File: config.mk
export PLATFORM = sky130hd
export DESIGN_NAME = bcfi_ssp_unit
export DESIGN_NICKNAME = d
export VERILOG_FILES = /design/src/rtl/bcfi_ssp_unit_pkg.sv /design/src/rtl/bcfi_ssp_unit.sv
export SDC_FILE = /design/constraint.sdc
export NUM_CORES = 1
export LEC_CHECK = 0
export ABC_AREA = 1
export CORE_MARGIN = 10
export CORE_UTILIZATION = 40
export CTS_BUF_LIST = sky130_fd_sc_hd__clkbuf_16
export CTS_CLUSTER_SIZE = 12
export DETAILED_ROUTE_END_ITERATION = 8
export PLACE_DENSITY_LB_ADDON = 0.1
export SYNTH_ARGS = -nofsm -noshare
export SYNTH_HDL_FRONTEND = slang
export SYNTH_SLANG_ARGS = --single-unit
export TNS_END_PERCENT = 100
File: constraint.sdc
create_clock -name clk_i -period 2.8 [get_ports clk_i]
set_input_delay 0.7 -clock clk_i [delete_from_list [all_inputs] [get_ports clk_i]]
set_output_delay 0.7 -clock clk_i [all_outputs]
set_load 0.02 [all_outputs]
File: src/rtl/bcfi_ssp_unit_pkg.sv
// ---------------------------------------------------------------------------
// bcfi_ssp_unit_pkg
//   Shared types and constants for the backward-edge CFI shadow-stack unit.
//   - ssu_op_e    : operation requested of the shadow-stack unit
//   - ssu_state_e : control FSM states
//   - ssu_req_t   : op/data pair as issued by the decode stage
//   - SSU_CAUSE_* : exception cause codes reported on ex_cause_o
// ---------------------------------------------------------------------------
package bcfi_ssp_unit_pkg;

    localparam int unsigned SSU_XLEN = 64;

    typedef enum logic [1:0] {
        SSU_PUSH   = 2'd0,
        SSU_POPCHK = 2'd1,
        SSU_INC    = 2'd2,
        SSU_WRITE  = 2'd3
    } ssu_op_e;

    typedef enum logic [1:0] {
        S_IDLE  = 2'd0,
        S_REQ   = 2'd1,
        S_WAIT  = 2'd2,
        S_DRAIN = 2'd3
    } ssu_state_e;

    typedef struct packed {
        ssu_op_e                op;
        logic [SSU_XLEN-1:0]    data;
    } ssu_req_t;

    // Misaligned SSP, memory access fault, return-address mismatch
    // (the last one is the software-check cause used by shadow stacks).
    localparam int unsigned SSU_CAUSE_MISALIGN = 6;
    localparam int unsigned SSU_CAUSE_ACCESS   = 7;
    localparam int unsigned SSU_CAUSE_MISMATCH = 18;

endpackage

File: src/rtl/bcfi_ssp_unit.sv
// ---------------------------------------------------------------------------
// bcfi_ssp_unit
//   Owner of the architectural shadow-stack pointer. Commits ALU-computed
//   SSP increments, performs shadow-stack push / pop-and-check through a
//   single req/gnt/rvalid memory port and raises a CFI exception when the
//   popped return address does not match. One operation in flight.
//
// Ports
//   clk_i, rst_ni           clock, asynchronous active-low reset
//   flush_i                 abort any op that has not completed yet
//   xbcfie_i                CFI enable; when low every op is a silent no-op
//   valid_i/op_i/data_i     op request, accepted when valid_i & ready_o
//   ssp_inc_i               ALU result (ssp + imm*SLOT) for SSU_INC
//   ready_o                 unit idle
//   done_o/ex_valid_o       one-cycle completion / fault pulses
//   ex_cause_o              fault cause (valid with ex_valid_o)
//   ssp_o                   current SSP, feeds ALU ssp_i
//   mem_*                   single memory port (store completes on grant)
// ---------------------------------------------------------------------------
module bcfi_ssp_unit
    import bcfi_ssp_unit_pkg::*;
#(
    parameter int unsigned     XLEN      = SSU_XLEN,
    parameter logic [XLEN-1:0] SSP_RESET = '0
) (
    input  logic            clk_i,
    input  logic            rst_ni,
    input  logic            flush_i,
    input  logic            xbcfie_i,
    input  logic            valid_i,
    input  ssu_op_e         op_i,
    input  logic [XLEN-1:0] data_i,
    input  logic [XLEN-1:0] ssp_inc_i,
    output logic            ready_o,
    output logic            done_o,
    output logic            ex_valid_o,
    output logic [XLEN-1:0] ex_cause_o,
    output logic [XLEN-1:0] ssp_o,
    output logic            mem_req_o,
    output logic            mem_we_o,
    output logic [XLEN-1:0] mem_addr_o,
    output logic [XLEN-1:0] mem_wdata_o,
    input  logic            mem_gnt_i,
    input  logic            mem_rvalid_i,
    input  logic [XLEN-1:0] mem_rdata_i,
    input  logic            mem_err_i
);

    localparam int unsigned     SLOT_LSB   = $clog2(XLEN / 8);
    localparam logic [XLEN-1:0] SLOT_BYTES = XLEN'(XLEN / 8);

    ssu_state_e      r_state,    w_state_next;
    logic [XLEN-1:0] r_ssp,      w_ssp_next;
    logic [XLEN-1:0] r_addr,     w_addr_next;
    logic [XLEN-1:0] r_data,     w_data_next;     // store data or expected ra
    logic            r_is_push,  w_is_push_next;
    logic            r_done,     w_done_next;
    logic            r_ex_valid, w_ex_valid_next;
    logic [XLEN-1:0] r_ex_cause, w_ex_cause_next;

    logic            w_misaligned;

    assign w_misaligned = (r_ssp[SLOT_LSB-1:0] != '0);

    // -----------------------------------------------------------------
    // State register
    // -----------------------------------------------------------------
    always_ff @(posedge clk_i or negedge rst_ni) begin
        if (!rst_ni) begin
            r_state    <= S_IDLE;
            r_ssp      <= SSP_RESET;
            r_addr     <= '0;
            r_data     <= '0;
            r_is_push  <= 1'b0;
            r_done     <= 1'b0;
            r_ex_valid <= 1'b0;
            r_ex_cause <= '0;
        end else begin
            r_state    <= w_state_next;
            r_ssp      <= w_ssp_next;
            r_addr     <= w_addr_next;
            r_data     <= w_data_next;
            r_is_push  <= w_is_push_next;
            r_done     <= w_done_next;
            r_ex_valid <= w_ex_valid_next;
            r_ex_cause <= w_ex_cause_next;
        end
    end

    // -----------------------------------------------------------------
    // Next-state and commit logic
    // -----------------------------------------------------------------
    always_comb begin
        w_state_next    = r_state;
        w_ssp_next      = r_ssp;
        w_addr_next     = r_addr;
        w_data_next     = r_data;
        w_is_push_next  = r_is_push;
        w_done_next     = 1'b0;
        w_ex_valid_next = 1'b0;
        w_ex_cause_next = '0;

        unique case (r_state)
            S_IDLE: begin
                // A flush in the same cycle as valid_i kills the request.
                if (valid_i && !flush_i) begin
                    if (!xbcfie_i) begin
                        w_done_next = 1'b1;
                    end else begin
                        unique case (op_i)
                            SSU_INC: begin
                                w_ssp_next  = ssp_inc_i;
                                w_done_next = 1'b1;
                            end
                            SSU_WRITE: begin
                                w_ssp_next  = data_i;
                                w_done_next = 1'b1;
                            end
                            default: begin // SSU_PUSH, SSU_POPCHK
                                if (w_misaligned) begin
                                    w_done_next     = 1'b1;
                                    w_ex_valid_next = 1'b1;
                                    w_ex_cause_next = XLEN'(SSU_CAUSE_MISALIGN);
                                end else begin
                                    // Stack grows down: push pre-decrements,
                                    // pop reads the current top slot.
                                    w_is_push_next = (op_i == SSU_PUSH);
                                    w_addr_next    = (op_i == SSU_PUSH) ? (r_ssp - SLOT_BYTES) : r_ssp;
                                    w_data_next    = data_i;
                                    w_state_next   = S_REQ;
                                end
                            end
                        endcase
                    end
                end
            end

            S_REQ: begin
                if (mem_gnt_i) begin
                    if (r_is_push) begin
                        // The store is already on its way to memory; a flush
                        // only suppresses the architectural commit.
                        w_state_next = S_IDLE;
                        if (!flush_i) begin
                            w_done_next = 1'b1;
                            if (mem_err_i) begin
                                w_ex_valid_next = 1'b1;
                                w_ex_cause_next = XLEN'(SSU_CAUSE_ACCESS);
                            end else begin
                                w_ssp_next = r_addr;
                            end
                        end
                    end else begin
                        // A load response is still owed; drain it on flush.
                        w_state_next = flush_i ? S_DRAIN : S_WAIT;
                    end
                end else if (flush_i) begin
                    w_state_next = S_IDLE;
                end
            end

            S_WAIT: begin
                if (flush_i) begin
                    w_state_next = mem_rvalid_i ? S_IDLE : S_DRAIN;
                end else if (mem_rvalid_i) begin
                    w_state_next = S_IDLE;
                    w_done_next  = 1'b1;
                    if (mem_err_i) begin
                        w_ex_valid_next = 1'b1;
                        w_ex_cause_next = XLEN'(SSU_CAUSE_ACCESS);
                    end else if (mem_rdata_i != r_data) begin
                        w_ex_valid_next = 1'b1;
                        w_ex_cause_next = XLEN'(SSU_CAUSE_MISMATCH);
                    end else begin
                        w_ssp_next = r_addr + SLOT_BYTES;
                    end
                end
            end

            S_DRAIN: begin
                if (mem_rvalid_i) begin
                    w_state_next = S_IDLE;
                end
            end

            default: w_state_next = S_IDLE;
        endcase
    end

    // -----------------------------------------------------------------
    // Outputs
    // -----------------------------------------------------------------
    assign ready_o     = (r_state == S_IDLE);
    assign done_o      = r_done;
    assign ex_valid_o  = r_ex_valid;
    assign ex_cause_o  = r_ex_cause;
    assign ssp_o       = r_ssp;
    assign mem_req_o   = (r_state == S_REQ);
    assign mem_we_o    = mem_req_o & r_is_push;
    assign mem_addr_o  = mem_req_o ? r_addr : '0;
    assign mem_wdata_o = mem_we_o ? r_data : '0;

endmodule

# Word-level counts from Yosys, hierarchy flattened

Cells that the tools add are included.

Register bits: 261
Bits of input ports: 202
Output and inout bits: 261

$add $sub $neg: 2
Equality and inequality tests: 20
Muxes and demuxes: 62
Bitwise operators: 3
Reduce and logical (&&, ||, !) cells: 10

Operators by type and width:

| operator              | count |
|---|---|
| $mux 64               | 13 |
| $pmux 64 s3           | 1 |
| $pmux 64 s2           | 1 |
| $add 64x4->64 const B | 1 |
| $ne 64x64->1          | 1 |
| $sub 64x4->64 const B | 1 |
| $mux 3                | 8 |
| $mux 1                | 21 |
| $mux 2                | 10 |
| $mux 5                | 4 |
| $ne 2x2->1 const B    | 9 |
| $pmux 5 s3            | 1 |
| $reduce_and 12->1     | 1 |
| $reduce_and 5->1      | 2 |
| $eq 2x2->1 const B    | 4 |
| $pmux 2 s4            | 1 |
| $ne 2x1->1 const B    | 3 |
| $pmux 1 s3            | 2 |
| $reduce_bool 3->1     | 2 |
| $logic_not 2->1       | 2 |
| $ne 3x1->1 const B    | 1 |
| $ne 3x2->1 const B    | 1 |
| $eq 2x1->1 const B    | 1 |
| $not 1->1             | 2 |
| 4 further kinds       | 4 |

# Depth between registers and ports, before layout

Gate-level depths: netlist of the first run.

Depth after elaboration: 6
Depth in mapped cells: 15

# Least setup slack after synthesis of the first run

OpenSTA, ideal clock, no wires.

Path kind: reg-to-output
Start point: register r_state[1]
End point: output mem_wdata_o[54]
Arrival: 1.884 ns
Slack: 0.216 ns
Cell stages (with the launch flop): 8
Cells stage by stage: dfrtp_1 -> inv_1 -> ha_1 -> clkbuf_1 -> nand2_1 -> clkbuf_1 -> clkbuf_1 -> nor2_1

Longest elaborated chain between the ends: 3

Ends and longest elaborated chain:

| item                   | RTL line             | source |
|---|---|---|
| start, declared        | bcfi_ssp_unit.sv:52  | `ssu_state_e r_state, w_state_next;` |
| start signal, assigned | bcfi_ssp_unit.sv:79  | `r_state <= w_state_next;` |
| $eq 2x1->1             | bcfi_ssp_unit.sv:198 | `assign mem_req_o = (r_state == S_REQ);` |
| via mem_req_o          | bcfi_ssp_unit.sv:39  | `output logic mem_req_o,` |
| $and 1x1->1            | bcfi_ssp_unit.sv:199 | `assign mem_we_o = mem_req_o & r_is_push;` |
| $mux 64                | bcfi_ssp_unit.sv:201 | `assign mem_wdata_o = mem_we_o ? r_data : '0;` |
| end, declared          | bcfi_ssp_unit.sv:42  | `output logic [XLEN-1:0] mem_wdata_o,` |

The timed path passes the listed nets, and every way through them passes these cells.

# Worst setup path in the final report of the first run

Start point: register r_state[1]
End point: output mem_wdata_o[49]

Longest elaborated chain between the ends: 3

Ends and longest elaborated chain:

| item        | RTL line |
|---|---|
| $eq 2x1->1  | bcfi_ssp_unit.sv:198 |
| $and 1x1->1 | bcfi_ssp_unit.sv:199 |
| $mux 64     | bcfi_ssp_unit.sv:201 |

No other way between the ends.

==> summary.txt, run 1 <==
==================================================================================
Result of the run                                                     complete, no violations
Post-detailed-placement half-perimeter wirelength                         59.54 mm
Fraction of post-synthesis cell area in the top cell type by area           0.3148
Share of final-layout standard cells stronger than drive strength 1        0.08080
Type of the worst min-delay path                                      input pin to asynchronous set/reset pin
Total of max-cap violations                                                      0
Post-route minimum period                                                 2.728 ns
Post-Synthesis Cell Area                                              0.01590 sq mm
Final Wtd Congestion                                                        0.9449
Leakage power figure                                                      11.00 nW
Top area cells in the synthesized netlist                             dfrtp_1, nand2_1, inv_1, nor2_1, o21ai_0
Clock insertion delay at the later pin of the skew report                  0.47 ns
Setup Skew                                                             0.009460 ns
Post-synth cell types                                                           51
Clock-pin transition on the worst setup and hold timing paths              0.08 ns
Fmax                                                                     366.6 MHz
Starting density of the core                                                0.4076
Flops & latches, synth                                                         200
Avg Synthesized Cell Area                                              6.092 sq um
Detailed-routed wire length on met2                                       33.92 mm
Sum of routed wire length over all layers                                 73.91 mm
First-pass GRT wire length                                                108.2 mm
Total routed wire length on the met1 layer                                31.19 mm
Leading cell type in the layout, fill and taps excluded                    nand2_1
Endpoint kind of the worst setup timing path                           output port
Start-to-end type of the worst setup path                             register to output port
Maximum count of clock buffers along a single path                               2
Number of global-route vias before repair                                   17.14k
Final period utilization                                                    0.9741
Number of DRC violations after detailed routing                                  0
Critical path required time                                                2.10 ns
Slew Limit Fails                                                                 0
Number of enable flip-flop cells after synthesis                                 0
Most used flip-flop cell after synthesis                                   dfrtp_1
Row Count                                                                       72
Total number of clock tree sinks                                               200
Critical path startpoint category                                         register
Height of the die                                                         219.4 um
Number of warnings issued by yosys                                               0
Gate count after technology mapping                                          2,610
Antenna violations before repair                                                 6
Vias per inst                                                                5.087
Tightest hold margin                                                     0.2783 ns
Clock root buffer master                                                 clkbuf_16
Total via count after detailed routing                                      18.08k
IO Port Bufs                                                                   402
Critical path arrival                                                      2.03 ns
Setup slack on the worst flop-to-flop path                                 0.44 ns
Total global routing track utilization                                      0.2978
Top metal layer carrying routed signals                                       met5
Number of top-level design ports                                               463
Cts bufs inserted                                                               17
Count of nets after finishing                                                3,227
Slew HR                                                                     0.5379
Maximum level of the CTS H-tree                                                  4
Worst Max-Slew Pin Slew                                                  0.6932 ns
Post-CTS Hold Buffers                                                            0
Power per unit of standard cell area                                  910.9 mW/mm^2
Met3 routed wirelength                                                    6.921 mm
Maximum number of pins on one net before global-route repair                    99
Peak ir drop on the vdd network                                          0.5904 mV
Fraction of synthesis flops using an asynchronous set or reset pin           1.000
Post-route total power                                                   0.01930 W
Initial DRT Pass Iterations                                                      6
Setup repair after global routing missed its margin                           true
Number of routed nets with antenna violations                                    0
Total count of hold-check failures in the final report                           0
Core region area                                                      0.03901 sq mm
Fraction of the yosys area taken by sequential cells                        0.3148
Initial detailed-routing violation count                                     1,746
Die area                                                              0.04813 sq mm
CTS tree                                                                       yes
Die Width                                                                 219.4 um
Postcts setup bufs                                                               0
Biggest fanout along the worst timing path                                      65
Relative area change from synthesis to final layout                         33.29%
Commonest non-fill, non-tap cells in the layout                       nand2_1, inv_1, nor2_1
Average routed wire per standard cell                                     20.79 um
Sum of overflow across all layers after global routing                           0
Most area-hungry cell type in the Yosys netlist                            dfrtp_1
Number of fillers in the final layout                                        4,016
Worst Reg-to-Reg Cells                                                          11
Final setup violation count                                                      0
==================================================================================
## final cells by class
class                      instances  area, sq um  share of cell area
antenna                            5        12.51           0.0005904
clock buffer                      17        425.4             0.02007
inverter                         390         1464             0.06908
sequential                       200         5005              0.2362
tap                              518        648.1             0.03058
clock inverter                    15        145.1            0.006849
multi-input combinational       1925         8808              0.4156
timing repair buffer             485         4684              0.2210
## synthesized netlist by cell type (4+ instances only)
| cell | number |
|---|---|
| a21oi_1 | 60 |
| a31oi_1 | 4 |
| buf_1 | 13 |
| buf_2 | 26 |
| buf_4 | 65 |
| clkbuf_1 | 47 |
| dfrtp_1 | 200 |
| ha_1 | 6 |
| inv_1 | 351 |
| inv_2 | 39 |
| mux2i_1 | 5 |
| nand2_1 | 898 |
| nand2_2 | 11 |
| nand3_1 | 125 |
| nand3_2 | 4 |
| nand4_1 | 29 |
| nor2_1 | 333 |
| nor2_2 | 8 |
| nor2_4 | 9 |
| nor2_8 | 4 |
| nor3_1 | 22 |
| nor4_1 | 4 |
| o211ai_1 | 30 |
| o21ai_0 | 167 |
| o21ai_1 | 37 |
| o21bai_1 | 9 |
| o22ai_1 | 5 |
| o32ai_1 | 6 |
| xnor2_1 | 15 |
| xor2_1 | 44 |
## what timing repair did
| action | 4_1_cts | 5_1_grt |
|---|---|---|
| endpoints found under the setup margin | 127 | 110 |
| gates cloned | 0 | 1 |
| resized for setup | 141 | 88 |
## cells by family (layout without fill, tap and decap cells)
kind of cell / Yosys count / count (layout) / synth area share
AO/OA/AOI/OAI: 337 / 337 / 0.1187
XOR/XNOR: 59 / 59 / 0.03250
adder cells (fa/ha/maj): 6 / 6 / 0.004721
buffers and inverters: 544 / 907 / 0.1472
flip-flops: 200 / 200 / 0.3148
multiplexers: 5 / 5 / 0.003148
other: 1 / 65 / 0.0002358
AND/OR/NAND/NOR: 1458 / 1458 / 0.3787
## critical path, stage by stage (launching register included)
cell             delay (ns)
dfrtp_1                0.40
inv_1                  0.13
ha_4                   0.23
nand2_2                0.08
buf_12                 0.19
nor2_1                 0.14
clkdlybuf4s15_1        0.33
## power by group
part	switching, W	internal (W)
combinational	0.00698	0.00389
clock	0.00131	0.00118
sequential	0.00190	0.00405
total	0.0102	0.00912
## state kept, by name, indices dropped and copies added (netlist names)
| register | count |
|---|---|
| done_o | 1 |
| r_is_push | 1 |
| ex_cause_o | 4 |
| ssp_o | 64 |
| r_data | 64 |
| r_state | 2 |
| r_addr | 64 |
## routing by layer
| metal | GRT usage | vias to the layer above |
|---|---|---|
| met3 | 0.06259 | 82 |
| met1 | 0.3975 | 8445 |
| met2 | 0.4726 | 749 |
| li1 | - | 8804 |
| met5 | 0 | - |
| met4 | 0.09331 | 4 |
## per-stage QoR
stage,setup WS [ns],area [sq um],setup TNS (ns),utilization,instances
after detailed placement,-0.1671,20770,-9.608,0.5325,3517
after CTS,0.005666,21200,0,0.5436,3549
after global placement,-0.1743,20770,-9.889,0.5325,3517
after floorplan,0.2156,16120,0,-,2669
after global routing,-0.003116,21190,-0.01626,0.5432,3554
final,0.07242,21190,0,0.5433,3555
## path summary, 6_finish.rpt
kind / from / endpoint
hold / removal: rst_ni / ssp_o[11]
setup / recovery: r_state[1] / mem_wdata_o[49]
max in group asynchronous: rst_ni / r_addr[22]
setup reg to reg: r_addr[3] / ssp_o[47]
min in group clk_i: ssp_o[0] / ssp_o[0]
hold reg to reg: ssp_o[0] / ssp_o[0]
No activity file was read; power rests on OpenSTA's default activity.
==> inputs of run 2 (changes only) <==
Settings changed: SKIP_LAST_GASP set to 1.
==> summary.txt, run 2 (same netlist as run 1, synthesis figures left out) <==
==================================================================================
Result of the run                                                     complete, no violations
Total number of clock tree sinks                                               200
Maximum number of pins on one net before global-route repair                    99
Share of final-layout standard cells stronger than drive strength 1        0.07883
Number of global-route vias before repair                                   17.14k
Start-to-end type of the worst setup path                             register to output port
Post-route total power                                                   0.01933 W
Number of DRC violations after detailed routing                                  0
CTS tree                                                                       yes
Relative area change from synthesis to final layout                         33.31%
Power per unit of standard cell area                                  912.1 mW/mm^2
Initial DRT Pass Iterations                                                      6
Core region area                                                      0.03901 sq mm
Setup repair after global routing missed its margin                           true
Final Cell Area                                                       0.02120 sq mm
Fmax                                                                     362.0 MHz
Slew HR                                                                     0.5315
Worst Reg-to-Reg Cells                                                          11
Number of routed nets with antenna violations                                    0
Setup Skew                                                              0.01181 ns
Final period utilization                                                    0.9865
Die area                                                              0.04813 sq mm
Final Wtd Congestion                                                        0.9449
Initial detailed-routing violation count                                     1,563
Post-route minimum period                                                 2.762 ns
Postcts setup bufs                                                               0
Sum of routed wire length over all layers                                 74.04 mm
Worst Max-Slew Pin Slew                                                  0.7028 ns
Post-CTS Hold Buffers                                                            0
Commonest non-fill, non-tap cells in the layout                       nand2_1, inv_1, nor2_1
Biggest fanout along the worst timing path                                      65
Total count of hold-check failures in the final report                           0
Count of nets after finishing                                                3,227
Number of top-level design ports                                               463
Maximum count of clock buffers along a single path                               2
Placement-stage cell area                                             0.02077 sq mm
Post-detailed-placement half-perimeter wirelength                         59.54 mm
Starting density of the core                                                0.4076
Final setup violation count                                                      0
Clock root buffer master                                                 clkbuf_16
Type of the worst min-delay path                                      input pin to asynchronous set/reset pin
R2R Path Start                                                           r_addr[3]
Leading cell type in the layout, fill and taps excluded                    nand2_1
Total via count after detailed routing                                      18.10k
Total global routing track utilization                                      0.2978
Critical path required time                                                2.10 ns
IO Port Bufs                                                                   402
Critical path startpoint category                                         register
Row Count                                                                       72
Clock insertion delay at the later pin of the skew report                  0.47 ns
Cts bufs inserted                                                               17
Setup slack on the worst flop-to-flop path                                 0.43 ns
Critical path arrival                                                      2.06 ns
Vias per inst                                                                5.091
First-pass GRT wire length                                                108.2 mm
Setup crit start                                                        r_state[1]
Peak ir drop on the vdd network                                          0.5910 mV
Antenna violations before repair                                                 6
Die Width                                                                 219.4 um
Average routed wire per standard cell                                     20.83 um
Height of the die                                                         219.4 um
Maximum level of the CTS H-tree                                                  4
Leakage power figure                                                      11.06 nW
Sum of overflow across all layers after global routing                           0
Total of max-cap violations                                                      0
Clock-pin transition on the worst setup and hold timing paths              0.08 ns
Final standard cell utilization of the core                                 0.5434
Slew Limit Fails                                                                 0
Endpoint kind of the worst setup timing path                           output port
==================================================================================
==> run 2: worst paths after layout <==
kind / endpoint
setup reg to reg: ssp_o[47]
setup / recovery: mem_wdata_o[54]
hold reg to reg: ssp_o[0]
hold / removal: ssp_o[11]
min in group clk_i: ssp_o[0]
max in group asynchronous: r_addr[22]
==> run 2: through the flow <==
step / hold WS, ns / setup slack [ns] / cells / setup TNS [ns]
floorplan: 0.4044 / 0.2156 / 2669 / 0
finish: 0.2827 / 0.03768 / 3555 / 0
detailed placement: 0.4826 / -0.1671 / 3517 / -9.608
global placement: 0.4829 / -0.1743 / 3517 / -9.889
global route: 0.3129 / -0.01558 / 3554 / -0.01637
CTS: 0.2978 / -0.2551 / 3549 / -0.2551
==> run 2: timing repair <==
| action | in CTS | in global routing |
|---|---|---|
| gates resized for setup | 140 | 71 |
| cloned | 0 | 1 |
| setup endpoints to repair | 127 | 110 |
==> run 2: worst max-delay path: stages, from the launching register on <==
cell             delay [ns]
dfrtp_1                0.40
inv_1                  0.14
ha_4                   0.23
nand2_2                0.08
buf_12                 0.19
nor2_1                 0.21
clkdlybuf4s15_2        0.29
==> run 2: final cells by class <==
type,instances,area [sq um]
diodes,5,12.51
fillers,4023,17810
multi-input cells,1925,8803
flip-flops and latches,200,5005
repair buffers,485,4693
inverters,390,1464
clock buffers,17,425.4
clock inverters,15,145.1
well taps,518,648.1
==> run 2: where the power goes <==
| group | internal (W) | switching [W] |
|---|---|---|
| sequential | 0.00405 | 0.00190 |
| clock | 0.00118 | 0.00131 |
| combinational | 0.00389 | 0.00700 |
| total | 0.00912 | 0.0102 |
==> run 2: metal layers <==
metal	global-route usage	part of all wire	vias up
li1	-	-	8792
met1	0.3976	0.43	8487
met2	0.4726	0.46	738
met3	0.06259	0.092	77
met4	0.09331	0.025	4
met5	0	0.00041	-
==> inputs of run 3 (changes only) <==
Settings changed: MAX_ROUTING_LAYER set to met4.
Clock period 2.8 ns to 3.05 ns, I/O delays scaled along.
==> summary.txt, run 3 (same netlist as run 1, synthesis figures left out) <==
==================================================================================
Antenna violations before repair                                                 4
Number of global-route vias before repair                                   16.81k
Post-route total power                                                   0.01770 W
Number of DRC violations after detailed routing                                  0
Die Width                                                                 219.4 um
Peak ir drop on the vdd network                                          0.5203 mV
Result of the run                                                     complete, no violations
Total of max-cap violations                                                      0
Crit path max-delay cell type                                         clkdlybuf4s50_1
Seq pwr share                                                                0.308
Starting density of the core                                                0.4076
Total number of clock tree sinks                                               200
Critical path startpoint category                                         register
Maximum count of clock buffers along a single path                               2
Total global routing track utilization                                      0.3026
Cts bufs inserted                                                               17
Leakage power figure                                                      11.87 nW
Leading cell type in the layout, fill and taps excluded                    nand2_1
Tightest hold margin                                                     0.2427 ns
Initial detailed-routing violation count                                     1,796
Initial DRT Pass Iterations                                                      6
Cell with the most instances on the worst path                               inv_1
Worst slack at placement                                                0.01012 ns
Sum of overflow across all layers after global routing                           0
Internal cell power                                                     0.008456 W
CTS tree                                                                       yes
Type of the worst min-delay path                                      input pin to asynchronous set/reset pin
Fmax                                                                     335.4 MHz
Height of the die                                                         219.4 um
Clock-pin transition on the worst setup and hold timing paths              0.08 ns
Commonest non-fill, non-tap cells in the layout                       nand2_1, inv_1, nor2_1
Vias per inst                                                                5.073
Worst Max-Slew Pin Slew                                                  0.7050 ns
Worst Reg-to-Reg Cells                                                          10
Final standard cell utilization of the core                                 0.5455
Post-detailed-placement half-perimeter wirelength                         59.09 mm
Final Wtd Congestion                                                        0.9697
Start-to-end type of the worst setup path                             register to output port
Worst reg2reg path endpoint                                              ssp_o[46]
Setup slack on the worst flop-to-flop path                                 0.55 ns
Share of power burned in combinational logic                                 0.560
Setup Skew                                                              0.01164 ns
Endpoint kind of the worst setup timing path                           output port
Final period utilization                                                    0.9775
Count of nets after finishing                                                3,204
Post-route minimum period                                                 2.981 ns
Total via count after detailed routing                                      17.92k
Clock root buffer master                                                 clkbuf_16
Top delay family on crit path                                         buffers and inverters
Number of top-level design ports                                               463
Power per unit of standard cell area                                  831.8 mW/mm^2
Cell Chain, Critical Path                                             inv_1 -> ha_4 -> buf_4 -> nand2_1 -> inv_1 -> clkdlybuf4s50_1
Part of the power in the clock network                                       0.132
Maximum number of pins on one net before global-route repair                   101
Biggest fanout along the worst timing path                                      10
Average routed wire per standard cell                                     20.71 um
Critical path required time                                                2.29 ns
Setup ws final                                                          0.06873 ns
Clock insertion delay at the later pin of the skew report                  0.46 ns
Critical path arrival                                                      2.22 ns
IO Port Bufs                                                                   402
First-pass GRT wire length                                                107.2 mm
Net switching power                                                     0.009245 W
Slew Limit Fails                                                                 0
Number of routed nets with antenna violations                                    0
Postcts setup bufs                                                               0
Die area                                                              0.04813 sq mm
Sum of routed wire length over all layers                                 73.14 mm
Core region area                                                      0.03901 sq mm
Fraction of power spent switching nets                                      0.5223
Total count of hold-check failures in the final report                           0
Row Count                                                                       72
Share of final-layout standard cells stronger than drive strength 1        0.06148
Final setup violation count                                                      0
Slew HR                                                                     0.5300
Relative area change from synthesis to final layout                         33.84%
R2R Path Start                                                          r_state[0]
Maximum level of the CTS H-tree                                                  4
Slowest stage delay, CP                                                    0.66 ns
Bufs and invs on worst path                                                      4
==================================================================================
-- run 3: cell count changes in the layout (fill, tap and decap cells not counted), moves of 20 or more --
| cell | previous run | this run |
|---|---|---|
| clkdlybuf4s15_1 | 24 | 0 |
| buf_4 | 66 | 45 |
| dlymetal6s2s_1 | 1 | 62 |
| dlygate4sd2_1 | 73 | 48 |
| clkbuf_2 | 23 | 0 |
| clkdlybuf4s50_1 | 271 | 291 |
-- run 3: power groups by stage --
| stage | sequential, W | clock (W) | combinational, W |
|---|---|---|---|
| finish | 0.00546 | 0.00234 | 0.00991 |
| global route | 0.00561 | 0.00249 | 0.0109 |
| CTS | 0.00539 | 0.00238 | 0.00989 |
| detailed placement | 0.00542 | 0 | 0.00987 |
| global placement | 0.00541 | 0 | 0.00978 |
| floorplan | 0.00519 | 0 | 0.00564 |
-- run 3: layout make-up --
cell class                 instances  area, sq um
tap                              518        648.1
antenna                            5        12.51
multi-input combinational       1925         8803
fill                            3967        17730
clock inverter                    15        161.4
clock buffer                      17        425.4
timing repair buffer             462         4761
inverter                         390         1464
sequential                       200         5005
-- run 3: worst max-delay path by stage --
stage                    start  slack (ns)               to  depth (start not counted)
4_1_cts             r_state[1]       0.002  mem_wdata_o[33]                          6
3_5_place_dp   mem_rdata_i[56]        0.01        ssp_o[52]                         15
6_report            r_state[1]        0.07   mem_addr_o[18]                          6
3_3_place_gp   mem_rdata_i[63]        0.07        ssp_o[63]                         15
2_1_floorplan       r_state[1]        0.40  mem_wdata_o[54]                          7
5_1_grt             r_state[1]     -0.0002   mem_addr_o[59]                          6
-- run 3: worst reg2reg max path, delay by kind of cell (launching register included) --
family / cells / cell delay (ns)
adder cells (fa/ha/maj): 1 / 0.19
AND/OR/NAND/NOR: 4 / 0.54
buffers and inverters: 4 / 1.07
flip-flops: 1 / 0.46
AO/OA/AOI/OAI: 1 / 0.19
-- run 3: per-layer routing --
layer | global-route usage | vias up | routed length [um]
met5 | - | - | 0
met4 | 0.06849 | 0 | 1020
met3 | 0.04360 | 43 | 5569
met2 | 0.4802 | 670 | 34210
met1 | 0.4012 | 8472 | 32340
li1 | - | 8734 | -
-- run 3: repair_timing --
action,4_1_cts,5_1_grt
resized for setup,49,62
hold buffers,0,0
hold endpoints to repair,0,0
setup endpoints to repair,118,62
-- run 3: per-stage QoR --
stage | area [sq um] | std cells | setup TNS [ns]
after global placement | 20580 | 3495 | 0
after CTS | 21110 | 3527 | 0
after detailed placement | 20580 | 3495 | 0
final | 21280 | 3532 | 0
after floorplan | 16120 | 2669 | 0
after global routing | 21280 | 3531 | -0.0002269
